===== src/rtl/rv32i_types.sv =====
// Shared types for the RV32I core pipeline control.
// The hazard_ctrl state is a direct encoding of {ireq_out, dreq_out}.
package rv32i_types;

   typedef enum logic [1:0] {
      RUN    = 2'b00,
      DWAIT  = 2'b01,
      IWAIT  = 2'b10,
      IDWAIT = 2'b11
   } hazard_state_t;

   localparam logic [4:0] REG_X0 = 5'd0;

endpackage


===== src/rtl/hazard_ctrl_if.sv =====
// Pipeline <-> hazard controller bundle.
// master: the datapath (drives hazard sources, consumes controls).
// slave : hazard_ctrl.
interface hazard_ctrl_if;
   import rv32i_types::*;

   // hazard sources
   logic [4:0]    ID_rs1;
   logic [4:0]    ID_rs2;
   logic          ID_uses_rs1;
   logic          ID_uses_rs2;
   logic          EX_is_load;
   logic [4:0]    EX_rd;
   logic          EX_redirect;
   logic [31:0]   EX_target_pc;
   logic          imem_read;
   logic          imem_resp;
   logic          dmem_access;
   logic          dmem_resp;

   // pipeline controls
   logic          stall_if;
   logic          stall_id;
   logic          stall_ex;
   logic          stall_mem;
   logic          flush_id;
   logic          bubble_ex;
   logic          bubble_wb;
   logic          fetch_pc_load;
   logic [31:0]   fetch_pc_target;

   // event counters
   logic [31:0]   perf_loaduse;
   logic [31:0]   perf_istall;
   logic [31:0]   perf_dstall;
   logic [31:0]   perf_flush;

   // status, for debug visibility
   hazard_state_t st;
   logic          pend_v;

   modport master (
      output ID_rs1, ID_rs2, ID_uses_rs1, ID_uses_rs2, EX_is_load, EX_rd,
             EX_redirect, EX_target_pc, imem_read, imem_resp, dmem_access, dmem_resp,
      input  stall_if, stall_id, stall_ex, stall_mem, flush_id, bubble_ex, bubble_wb,
             fetch_pc_load, fetch_pc_target,
             perf_loaduse, perf_istall, perf_dstall, perf_flush, st, pend_v
   );

   modport slave (
      input  ID_rs1, ID_rs2, ID_uses_rs1, ID_uses_rs2, EX_is_load, EX_rd,
             EX_redirect, EX_target_pc, imem_read, imem_resp, dmem_access, dmem_resp,
      output stall_if, stall_id, stall_ex, stall_mem, flush_id, bubble_ex, bubble_wb,
             fetch_pc_load, fetch_pc_target,
             perf_loaduse, perf_istall, perf_dstall, perf_flush, st, pend_v
   );

endinterface


===== src/rtl/sat_counter32.sv =====
// 32-bit event counter that sticks at all-ones instead of wrapping.
// ld gives a synchronous preload (takes priority over en).
module sat_counter32 (
   input  logic        clk,
   input  logic        rst,
   input  logic        en,
   input  logic        ld,
   input  logic [31:0] ld_val,
   output logic [31:0] cnt
);

   logic [31:0] cnt_q, cnt_d;

   // next count: preload, else increment unless saturated
   always_comb begin
      cnt_d = cnt_q;
      if (ld)
         cnt_d = ld_val;
      else if (en && (cnt_q != 32'hFFFF_FFFF))
         cnt_d = cnt_q + 32'd1;
   end

   // count register
   always_ff @(posedge clk or negedge rst) begin
      if (!rst)
         cnt_q <= '0;
      else
         cnt_q <= cnt_d;
   end

   assign cnt = cnt_q;

endmodule


===== src/rtl/hazard_ctrl.sv =====
// Five-stage RV32I hazard / stall controller.
// Priority: D-stall > redirect > pending-redirect resolve > load-use > I-stall.
// HAZARD_CTRL_PERF_EN compiles in the four saturating perf counters;
// without it the perf_* outputs are tied to zero.
module hazard_ctrl
   import rv32i_types::*;
(
   input  logic         clk,
   input  logic         rst,
   hazard_ctrl_if.slave hz
);

   hazard_state_t st_q, st_d;
   logic          pend_v_q, pend_v_d;
   logic [31:0]   pend_pc_q, pend_pc_d;

   logic ireq_out, dreq_out, load_use;
   logic ev_loaduse, ev_istall, ev_dstall, ev_flush;

   assign ireq_out = hz.imem_read & ~hz.imem_resp;
   assign dreq_out = hz.dmem_access & ~hz.dmem_resp;

   // x0 is never a real producer, so it cannot cause a load-use stall
   assign load_use = hz.EX_is_load && (hz.EX_rd != REG_X0) &&
                     ((hz.ID_uses_rs1 && (hz.ID_rs1 == hz.EX_rd)) ||
                      (hz.ID_uses_rs2 && (hz.ID_rs2 == hz.EX_rd)));

   // stage controls and pending-redirect next state, in priority order
   always_comb begin
      hz.stall_if        = 1'b0;
      hz.stall_id        = 1'b0;
      hz.stall_ex        = 1'b0;
      hz.stall_mem       = 1'b0;
      hz.flush_id        = 1'b0;
      hz.bubble_ex       = 1'b0;
      hz.bubble_wb       = 1'b0;
      hz.fetch_pc_load   = 1'b0;
      hz.fetch_pc_target = '0;
      st_d               = hazard_state_t'({ireq_out, dreq_out});
      pend_v_d           = pend_v_q;
      pend_pc_d          = pend_pc_q;
      ev_loaduse         = 1'b0;
      ev_istall          = 1'b0;
      ev_dstall          = 1'b0;
      ev_flush           = 1'b0;
      if (rst) begin
         if (dreq_out) begin
            // EX cannot advance: redirect, load-use and pending work wait
            hz.stall_if  = 1'b1;
            hz.stall_id  = 1'b1;
            hz.stall_ex  = 1'b1;
            hz.stall_mem = 1'b1;
            hz.bubble_wb = 1'b1;
            ev_dstall    = 1'b1;
         end else if (hz.EX_redirect) begin
            hz.flush_id  = 1'b1;
            hz.bubble_ex = 1'b1;
            ev_flush     = 1'b1;
            if (ireq_out) begin
               // fetch in flight: park the target, youngest redirect wins
               hz.stall_if = 1'b1;
               pend_v_d    = 1'b1;
               pend_pc_d   = hz.EX_target_pc;
               ev_istall   = 1'b1;
            end else begin
               // applied directly; any older parked target is obsolete
               hz.fetch_pc_load   = 1'b1;
               hz.fetch_pc_target = hz.EX_target_pc;
               pend_v_d           = 1'b0;
            end
         end else if (pend_v_q && hz.imem_resp) begin
            // wrong-path word returns: drop it and steer fetch to the parked PC.
            // ID only holds NOPs while a redirect is parked, so this outranks load-use.
            hz.flush_id        = 1'b1;
            hz.fetch_pc_load   = 1'b1;
            hz.fetch_pc_target = pend_pc_q;
            pend_v_d           = 1'b0;
         end else if (load_use) begin
            hz.stall_if  = 1'b1;
            hz.stall_id  = 1'b1;
            hz.bubble_ex = 1'b1;
            ev_loaduse   = 1'b1;
         end else if (ireq_out) begin
            // IF holds, downstream drains behind NOPs
            hz.stall_if = 1'b1;
            hz.flush_id = 1'b1;
            ev_istall   = 1'b1;
         end
      end
   end

   // state and pending-redirect buffer
   always_ff @(posedge clk or negedge rst) begin
      if (!rst) begin
         st_q      <= RUN;
         pend_v_q  <= 1'b0;
         pend_pc_q <= '0;
      end else begin
         st_q      <= st_d;
         pend_v_q  <= pend_v_d;
         pend_pc_q <= pend_pc_d;
      end
   end

   assign hz.st     = st_q;
   assign hz.pend_v = pend_v_q;

`ifdef HAZARD_CTRL_PERF_EN
   sat_counter32 u_cnt_loaduse (
      .clk(clk), .rst(rst), .en(ev_loaduse), .ld(1'b0), .ld_val(32'd0), .cnt(hz.perf_loaduse));
   sat_counter32 u_cnt_istall (
      .clk(clk), .rst(rst), .en(ev_istall), .ld(1'b0), .ld_val(32'd0), .cnt(hz.perf_istall));
   sat_counter32 u_cnt_dstall (
      .clk(clk), .rst(rst), .en(ev_dstall), .ld(1'b0), .ld_val(32'd0), .cnt(hz.perf_dstall));
   sat_counter32 u_cnt_flush (
      .clk(clk), .rst(rst), .en(ev_flush), .ld(1'b0), .ld_val(32'd0), .cnt(hz.perf_flush));
`else
   logic unused_ev;
   assign unused_ev       = ^{ev_loaduse, ev_istall, ev_dstall, ev_flush};
   assign hz.perf_loaduse = '0;
   assign hz.perf_istall  = '0;
   assign hz.perf_dstall  = '0;
   assign hz.perf_flush   = '0;
`endif

endmodule


===== src/flat_wrapper.sv =====
// flat-port wrapper written by rule: the top's interface ports become plain ports
module hazard_ctrl_flat import rv32i_types::*;
  (clk, rst, hz_ID_rs1, hz_ID_rs2, hz_ID_uses_rs1, hz_ID_uses_rs2, hz_EX_is_load, hz_EX_rd, hz_EX_redirect, hz_EX_target_pc, hz_imem_read, hz_imem_resp, hz_dmem_access, hz_dmem_resp, hz_stall_if, hz_stall_id, hz_stall_ex, hz_stall_mem, hz_flush_id, hz_bubble_ex, hz_bubble_wb, hz_fetch_pc_load, hz_fetch_pc_target, hz_perf_loaduse, hz_perf_istall, hz_perf_dstall, hz_perf_flush, hz_st, hz_pend_v);
  hazard_ctrl_if hz_i ();
  input  logic clk;
  input  logic rst;
  input wire logic [$bits(hz_i.ID_rs1)-1:0] hz_ID_rs1;
  input wire logic [$bits(hz_i.ID_rs2)-1:0] hz_ID_rs2;
  input wire logic [$bits(hz_i.ID_uses_rs1)-1:0] hz_ID_uses_rs1;
  input wire logic [$bits(hz_i.ID_uses_rs2)-1:0] hz_ID_uses_rs2;
  input wire logic [$bits(hz_i.EX_is_load)-1:0] hz_EX_is_load;
  input wire logic [$bits(hz_i.EX_rd)-1:0] hz_EX_rd;
  input wire logic [$bits(hz_i.EX_redirect)-1:0] hz_EX_redirect;
  input wire logic [$bits(hz_i.EX_target_pc)-1:0] hz_EX_target_pc;
  input wire logic [$bits(hz_i.imem_read)-1:0] hz_imem_read;
  input wire logic [$bits(hz_i.imem_resp)-1:0] hz_imem_resp;
  input wire logic [$bits(hz_i.dmem_access)-1:0] hz_dmem_access;
  input wire logic [$bits(hz_i.dmem_resp)-1:0] hz_dmem_resp;
  output wire logic [$bits(hz_i.stall_if)-1:0] hz_stall_if;
  output wire logic [$bits(hz_i.stall_id)-1:0] hz_stall_id;
  output wire logic [$bits(hz_i.stall_ex)-1:0] hz_stall_ex;
  output wire logic [$bits(hz_i.stall_mem)-1:0] hz_stall_mem;
  output wire logic [$bits(hz_i.flush_id)-1:0] hz_flush_id;
  output wire logic [$bits(hz_i.bubble_ex)-1:0] hz_bubble_ex;
  output wire logic [$bits(hz_i.bubble_wb)-1:0] hz_bubble_wb;
  output wire logic [$bits(hz_i.fetch_pc_load)-1:0] hz_fetch_pc_load;
  output wire logic [$bits(hz_i.fetch_pc_target)-1:0] hz_fetch_pc_target;
  output wire logic [$bits(hz_i.perf_loaduse)-1:0] hz_perf_loaduse;
  output wire logic [$bits(hz_i.perf_istall)-1:0] hz_perf_istall;
  output wire logic [$bits(hz_i.perf_dstall)-1:0] hz_perf_dstall;
  output wire logic [$bits(hz_i.perf_flush)-1:0] hz_perf_flush;
  output wire logic [$bits(hz_i.st)-1:0] hz_st;
  output wire logic [$bits(hz_i.pend_v)-1:0] hz_pend_v;
  assign hz_i.ID_rs1 = hz_ID_rs1;
  assign hz_i.ID_rs2 = hz_ID_rs2;
  assign hz_i.ID_uses_rs1 = hz_ID_uses_rs1;
  assign hz_i.ID_uses_rs2 = hz_ID_uses_rs2;
  assign hz_i.EX_is_load = hz_EX_is_load;
  assign hz_i.EX_rd = hz_EX_rd;
  assign hz_i.EX_redirect = hz_EX_redirect;
  assign hz_i.EX_target_pc = hz_EX_target_pc;
  assign hz_i.imem_read = hz_imem_read;
  assign hz_i.imem_resp = hz_imem_resp;
  assign hz_i.dmem_access = hz_dmem_access;
  assign hz_i.dmem_resp = hz_dmem_resp;
  assign hz_stall_if = hz_i.stall_if;
  assign hz_stall_id = hz_i.stall_id;
  assign hz_stall_ex = hz_i.stall_ex;
  assign hz_stall_mem = hz_i.stall_mem;
  assign hz_flush_id = hz_i.flush_id;
  assign hz_bubble_ex = hz_i.bubble_ex;
  assign hz_bubble_wb = hz_i.bubble_wb;
  assign hz_fetch_pc_load = hz_i.fetch_pc_load;
  assign hz_fetch_pc_target = hz_i.fetch_pc_target;
  assign hz_perf_loaduse = hz_i.perf_loaduse;
  assign hz_perf_istall = hz_i.perf_istall;
  assign hz_perf_dstall = hz_i.perf_dstall;
  assign hz_perf_flush = hz_i.perf_flush;
  assign hz_st = hz_i.st;
  assign hz_pend_v = hz_i.pend_v;
  hazard_ctrl u_core (.clk(clk), .rst(rst), .hz(hz_i));
endmodule

===== config.mk =====
export PLATFORM = sky130hd
export DESIGN_NAME = hazard_ctrl_flat
export DESIGN_NICKNAME = d
export VERILOG_FILES = /design/src/rtl/rv32i_types.sv /design/src/rtl/hazard_ctrl_if.sv /design/src/rtl/sat_counter32.sv /design/src/rtl/hazard_ctrl.sv /design/src/flat_wrapper.sv
export SDC_FILE = /design/constraint.sdc
export NUM_CORES = 1
export LEC_CHECK = 0
export CORE_AREA = 4 4 86 88
export DETAILED_ROUTE_END_ITERATION = 8
export DIE_AREA = 0 0 90 92
export DONT_BUFFER_PORTS = 1
export SYNTH_ARGS = -nofsm -noshare
export SYNTH_HDL_FRONTEND = slang
export SYNTH_SLANG_ARGS = --single-unit

===== constraint.sdc =====
create_clock -name clk -period 1.27 [get_ports clk]
set_input_delay 0.0635 -clock clk [delete_from_list [all_inputs] [get_ports clk]]
set_output_delay 0.0635 -clock clk [all_outputs]
set_load 0.01 [all_outputs]

== Word level (Yosys, flattened, before mapping) ==
Index checks and enable logic that the tools add are counted.

* Bitwise logic cells: 5
* Equality and inequality tests: 2
* Mux-type cells: 33
* Reduce and logical (&&, ||, !) cells: 10

{| class="wikitable"
|+ Operator list
! operator !! number
|-
| 2-to-1 mux 32 bit || 5
|-
| 2-to-1 mux 1 bit || 28
|-
| == test 5 bit || 2
|-
| logical AND 1 bit || 5
|-
| nonzero test 5 bit || 1
|-
| AND reduction 4 bit || 1
|-
| inverter 1 bit || 3
|-
| AND reduction 3 bit || 1
|-
| AND 1 bit || 2
|-
| nonzero test 2 bit || 1
|-
| logical OR 1 bit || 1
|}

* Flip-flop bits (word level): 35
* Word-level logic and storage cells: 53

== Logic depth before layout (Yosys ltp) ==
* Depth after elaboration: 9
* Gate-level depth with buffers: 5
* Depth with buffers taken out: 5

== Least setup slack after synthesis ==
Ideal clock, no wire load.

* Path type: reg-to-output
* Start point: register u_core.pend_v_q, in the netlist u_core.hz.pend_v
* End point: output port hz_fetch_pc_target[10]
* Data required time: 1.207 ns
* Path buffers: 1
* Cell stages (with the launch flop): 5
* Arrival: 1.176 ns
* Setup slack: 0.030 ns
* Cell sequence: dfrtp_1 > a21oi_1 > a211o_1 > buf_2 > nor2_1

* Cells in the longest elaborated chain, start to end: 5

{| class="wikitable"
|+ Ends and longest elaborated chain
! item !! RTL line !! text
|-
| from (decl) || hazard_ctrl.sv:14 || <nowiki>logic pend_v_q, pend_v_d;</nowiki>
|-
| from (signal assigned) || hazard_ctrl.sv:100 || <nowiki>pend_v_q <= pend_v_d;</nowiki>
|-
| logical AND 1 bit || hazard_ctrl.sv:71 || <nowiki>end else if (pend_v_q && hz.imem_resp) begin</nowiki>
|-
| 2-to-1 mux 32 bit || hazard_ctrl.sv:71 ||
|-
| 2-to-1 mux 32 bit || hazard_ctrl.sv:55 || <nowiki>end else if (hz.EX_redirect) begin</nowiki>
|-
| 2-to-1 mux 32 bit || hazard_ctrl.sv:47 || <nowiki>if (dreq_out) begin</nowiki>
|-
| 2-to-1 mux 32 bit || hazard_ctrl.sv:46 || <nowiki>if (rst) begin</nowiki>
|-
| to (decl) || flat_wrapper.sv:27 || <nowiki>output wire logic [$bits(hz_i.fetch_pc_target)-1:0] hz_fetch_pc_target;</nowiki>
|}

Every way passes these cells.

== Worst setup path in the final report ==
* Start point: register u_core.pend_v_q, in the netlist u_core.hz.pend_v
* End point: output port hz_fetch_pc_target[0]

Same word-level chain as after synthesis.

==> impl_metrics.yaml <==
status:
  status: "complete, but fails checks"
  failed_checks: "setup timing"
sta:
  finClkSkew_ns: 0
  final-setup-viol-count: 37
  period_minus_slack_ns: 1.47
  rsz0062_at_grt: "true"
  fin_crit_sh_pct: 116
  finalHoldViolations: 0
  slew_viol_final: 0
  fin_ws_ns: -0.197
  max_freq_mhz: 682
  finalSetupTns_ns: -6.40
hold_path:
  holdPathStages: 2
  hp-class: "in2reg"
  min_to: "u_core.pend_pc_q[28]"
  hp-start: "hz_EX_redirect"
floorplanning:
  die_w_um: 90
  core_mm2: 0.00664
  die_area_mm2: 0.00828
  start_util_pct: 47.1
  ios: 228
  num_rows: 30
  die_h_um: 92
clocking:
  htree_levels: 2
  numCtsBuffers: 5
  clk_pin_slew_ns: 0.07
  cts_tree: "built"
  clock-sinks: 35
  cts_buffer_depth: 2
  cts_root_buf: "clkbuf_8"
  clk_latency_ns: 0.28
placed_design:
  io_buffers: 0
  post_dp_cell_area_mm2: 0.00279
  place_congestion: 0.738
  hpwlAfterDp_um: 4690
  post-place-ws_ns: 0.00556
synthesis:
  ys_seq_area_share_pct: 28.0
  synth_cells: 309
  synth_top_area_share_pct: 31.4
  synth_flop_cell: "dfrtp_1"
  synthArstFlopShare_pct: 100
  synth-edff-count: 0
  synthTopCellsByCount: "buf_4 (131), dfrtp_1 (35), nor2_1 (33)"
  netlist_top_cells_area: "buf_4 (31%), dfrtp_1 (28%), mux2_4 (14%), mux2i_1 (10%), nor2_1 (4.0%)"
  synth_top_area_cell: "buf_4"
  synth.most_common_cell: "buf_4"
  yosysUniqueCellTypes: 30
  synth-seq-cells: 35
  synth.yosys.warnings: 0
  avgSynthCellArea_um2: 10.1
  syn_area_mm2: 0.00313
routing:
  routed_wl_um: 6780
  drt.antenna.violating_nets: 0
  drc_errors: 0
  wire_per_inst_um: 15.5
  drt_iter0_markers: 51
  dr.pass1.iters: 4
  dr_total_vias: 1868
  avgViaCountPerCell: 4.26
critical_path:
  crit_slowest_cell: "dfrtp_1"
  timing.rr.end: "u_core.hz.pend_v"
  crit_chain: "a21oi_2, a211o_1, buf_6, nor2_2"
  r2r_slack_ns: 0.02
  crit_arrival_ns: 1.40
  cp-start-kind: "flip-flop"
  crit_type: "reg2out"
  slowest_delay_ns: 0.36
  endpoint_kind: "primary output"
  regToRegStartpoint: "u_core.hz.pend_v"
  critPathMaxFanout: 18
  reg2reg_depth: 7
  worstPathRequired_ns: 1.21
final_layout:
  final_net_count: 414
  layout-drive-gt1-share_pct: 26.5
  nFillCells: 620
  final_core_util_pct: 52.0
  diodes: 0
  syn_to_final_growth_pct: 10.3
  design_area_mm2: 0.00345
power:
  p_leak_nw: 1.78
  p_per_area_mw_per_mm2: 1010
  irDropWorstVdd_mv: 0.670
grt:
  grt_pass1_vias: 1869
  grt_pass1_wl_um: 9910
  grt_start_max_net_pins: 38
  grt.total_usage_pct: 14.9
  grt_antenna_before_repair: 0
  use_met1_pct: 16.5
  use_met2_pct: 26.9
  grtUsageMet3_pct: 5.58
  overflow: 0
  busiest_layer: "met2"
job:
  drv_cap: 0
stage by stage:
step	power, mW	hold slack, ns	cells
finish	3.47	0.0998	438
global route	3.70	0.0984	438
CTS	3.47	0.0861	436
detailed placement	2.44	-0.231	390
global placement	2.43	-0.231	390
floorplan	2.62	-0.232	436
sequential cells by signal (all words and copies together), names as in the netlist:
name and count:
u_core.hz.pend_v 1, u_core.pend_pc_q 32, u_core.hz.st 2
layer usage:
layer | share of wire, % | vias to the layer above | wire (µm)
met5 | 0 | - | 0
met3 | 10 | 4 | 711
met2 | 54 | 119 | 3630
met1 | 35 | 896 | 2400
met4 | 0.50 | 0 | 34
li1 | - | 849 | -
worst max-delay path, delay by kind of cell, from the launching register on:
family,cells,cell delay [ns]
AO/OA/AOI/OAI,2,0.35
buffers and inverters,1,0.21
flip-flops,1,0.36
AND/OR/NAND/NOR,1,0.19
timing repair:
item                                   in CTS  in global routing
resized for setup                          45                  9
endpoints found under the hold margin      70                  0
hold buffers                               37                  0
setup endpoints to repair                  37                 37
setup buffers                               1                  2
pin swaps                                   3                  1
kinds of logic after synthesis:
group,Yosys count,synth area share (%)
buffers and inverters,141,33.6
multiplexers,64,25.3
AND/OR/NAND/NOR,46,7.47
flip-flops,35,28.0
AO/OA/AOI/OAI,12,2.72
XOR/XNOR,10,2.80
other,1,0.120
worst max-delay path by stage:
stage | from | endpoint | slack, ns | cells after the start
after global routing | u_core.hz.pend_v | hz_stall_id | -0.29 | 5
after floorplan | u_core.hz.pend_v | hz_fetch_pc_target[10] | 0.03 | 4
after CTS | u_core.hz.pend_v | hz_fetch_pc_target[24] | -0.22 | 4
after global placement | u_core.hz.pend_v | hz_stall_if | 0.005 | 5
after detailed placement | u_core.hz.pend_v | hz_stall_if | 0.006 | 5
final | u_core.hz.pend_v | hz_fetch_pc_target[0] | -0.20 | 4
cells in the final DEF (no fill, tap or decap), types with 3 or more instances in the layout:
master           n
buf_12           3
buf_4           12
buf_6            3
clkbuf_8         5
conb_1         128
dfrtp_1         35
dlygate4sd3_1   36
mux2_4          30
mux2i_1         32
nor2_2          20
nor2_4          12
xor2_1           8
power breakdown:
part,total (mW),internal [mW],switching [mW],leakage [nW]
sequential,1.52,1.37,0.146,0.425
clock,0.775,0.385,0.390,0.0422
combinational,1.18,0.604,0.578,1.32
layout make-up:
type                    instances  area [µm²]  share of cell area [%]
multi-input cells             260        1850                    53.4
flip-flops and latches         35         876                    25.4
repair buffers                 54         544                    15.8
well taps                      80         100                    2.90
clock buffers                   7        76.3                    2.21
inverters                       1        6.26                   0.181
clock inverters                 1        5.00                   0.145
Note: power is estimated with default switching activity, not from simulation.
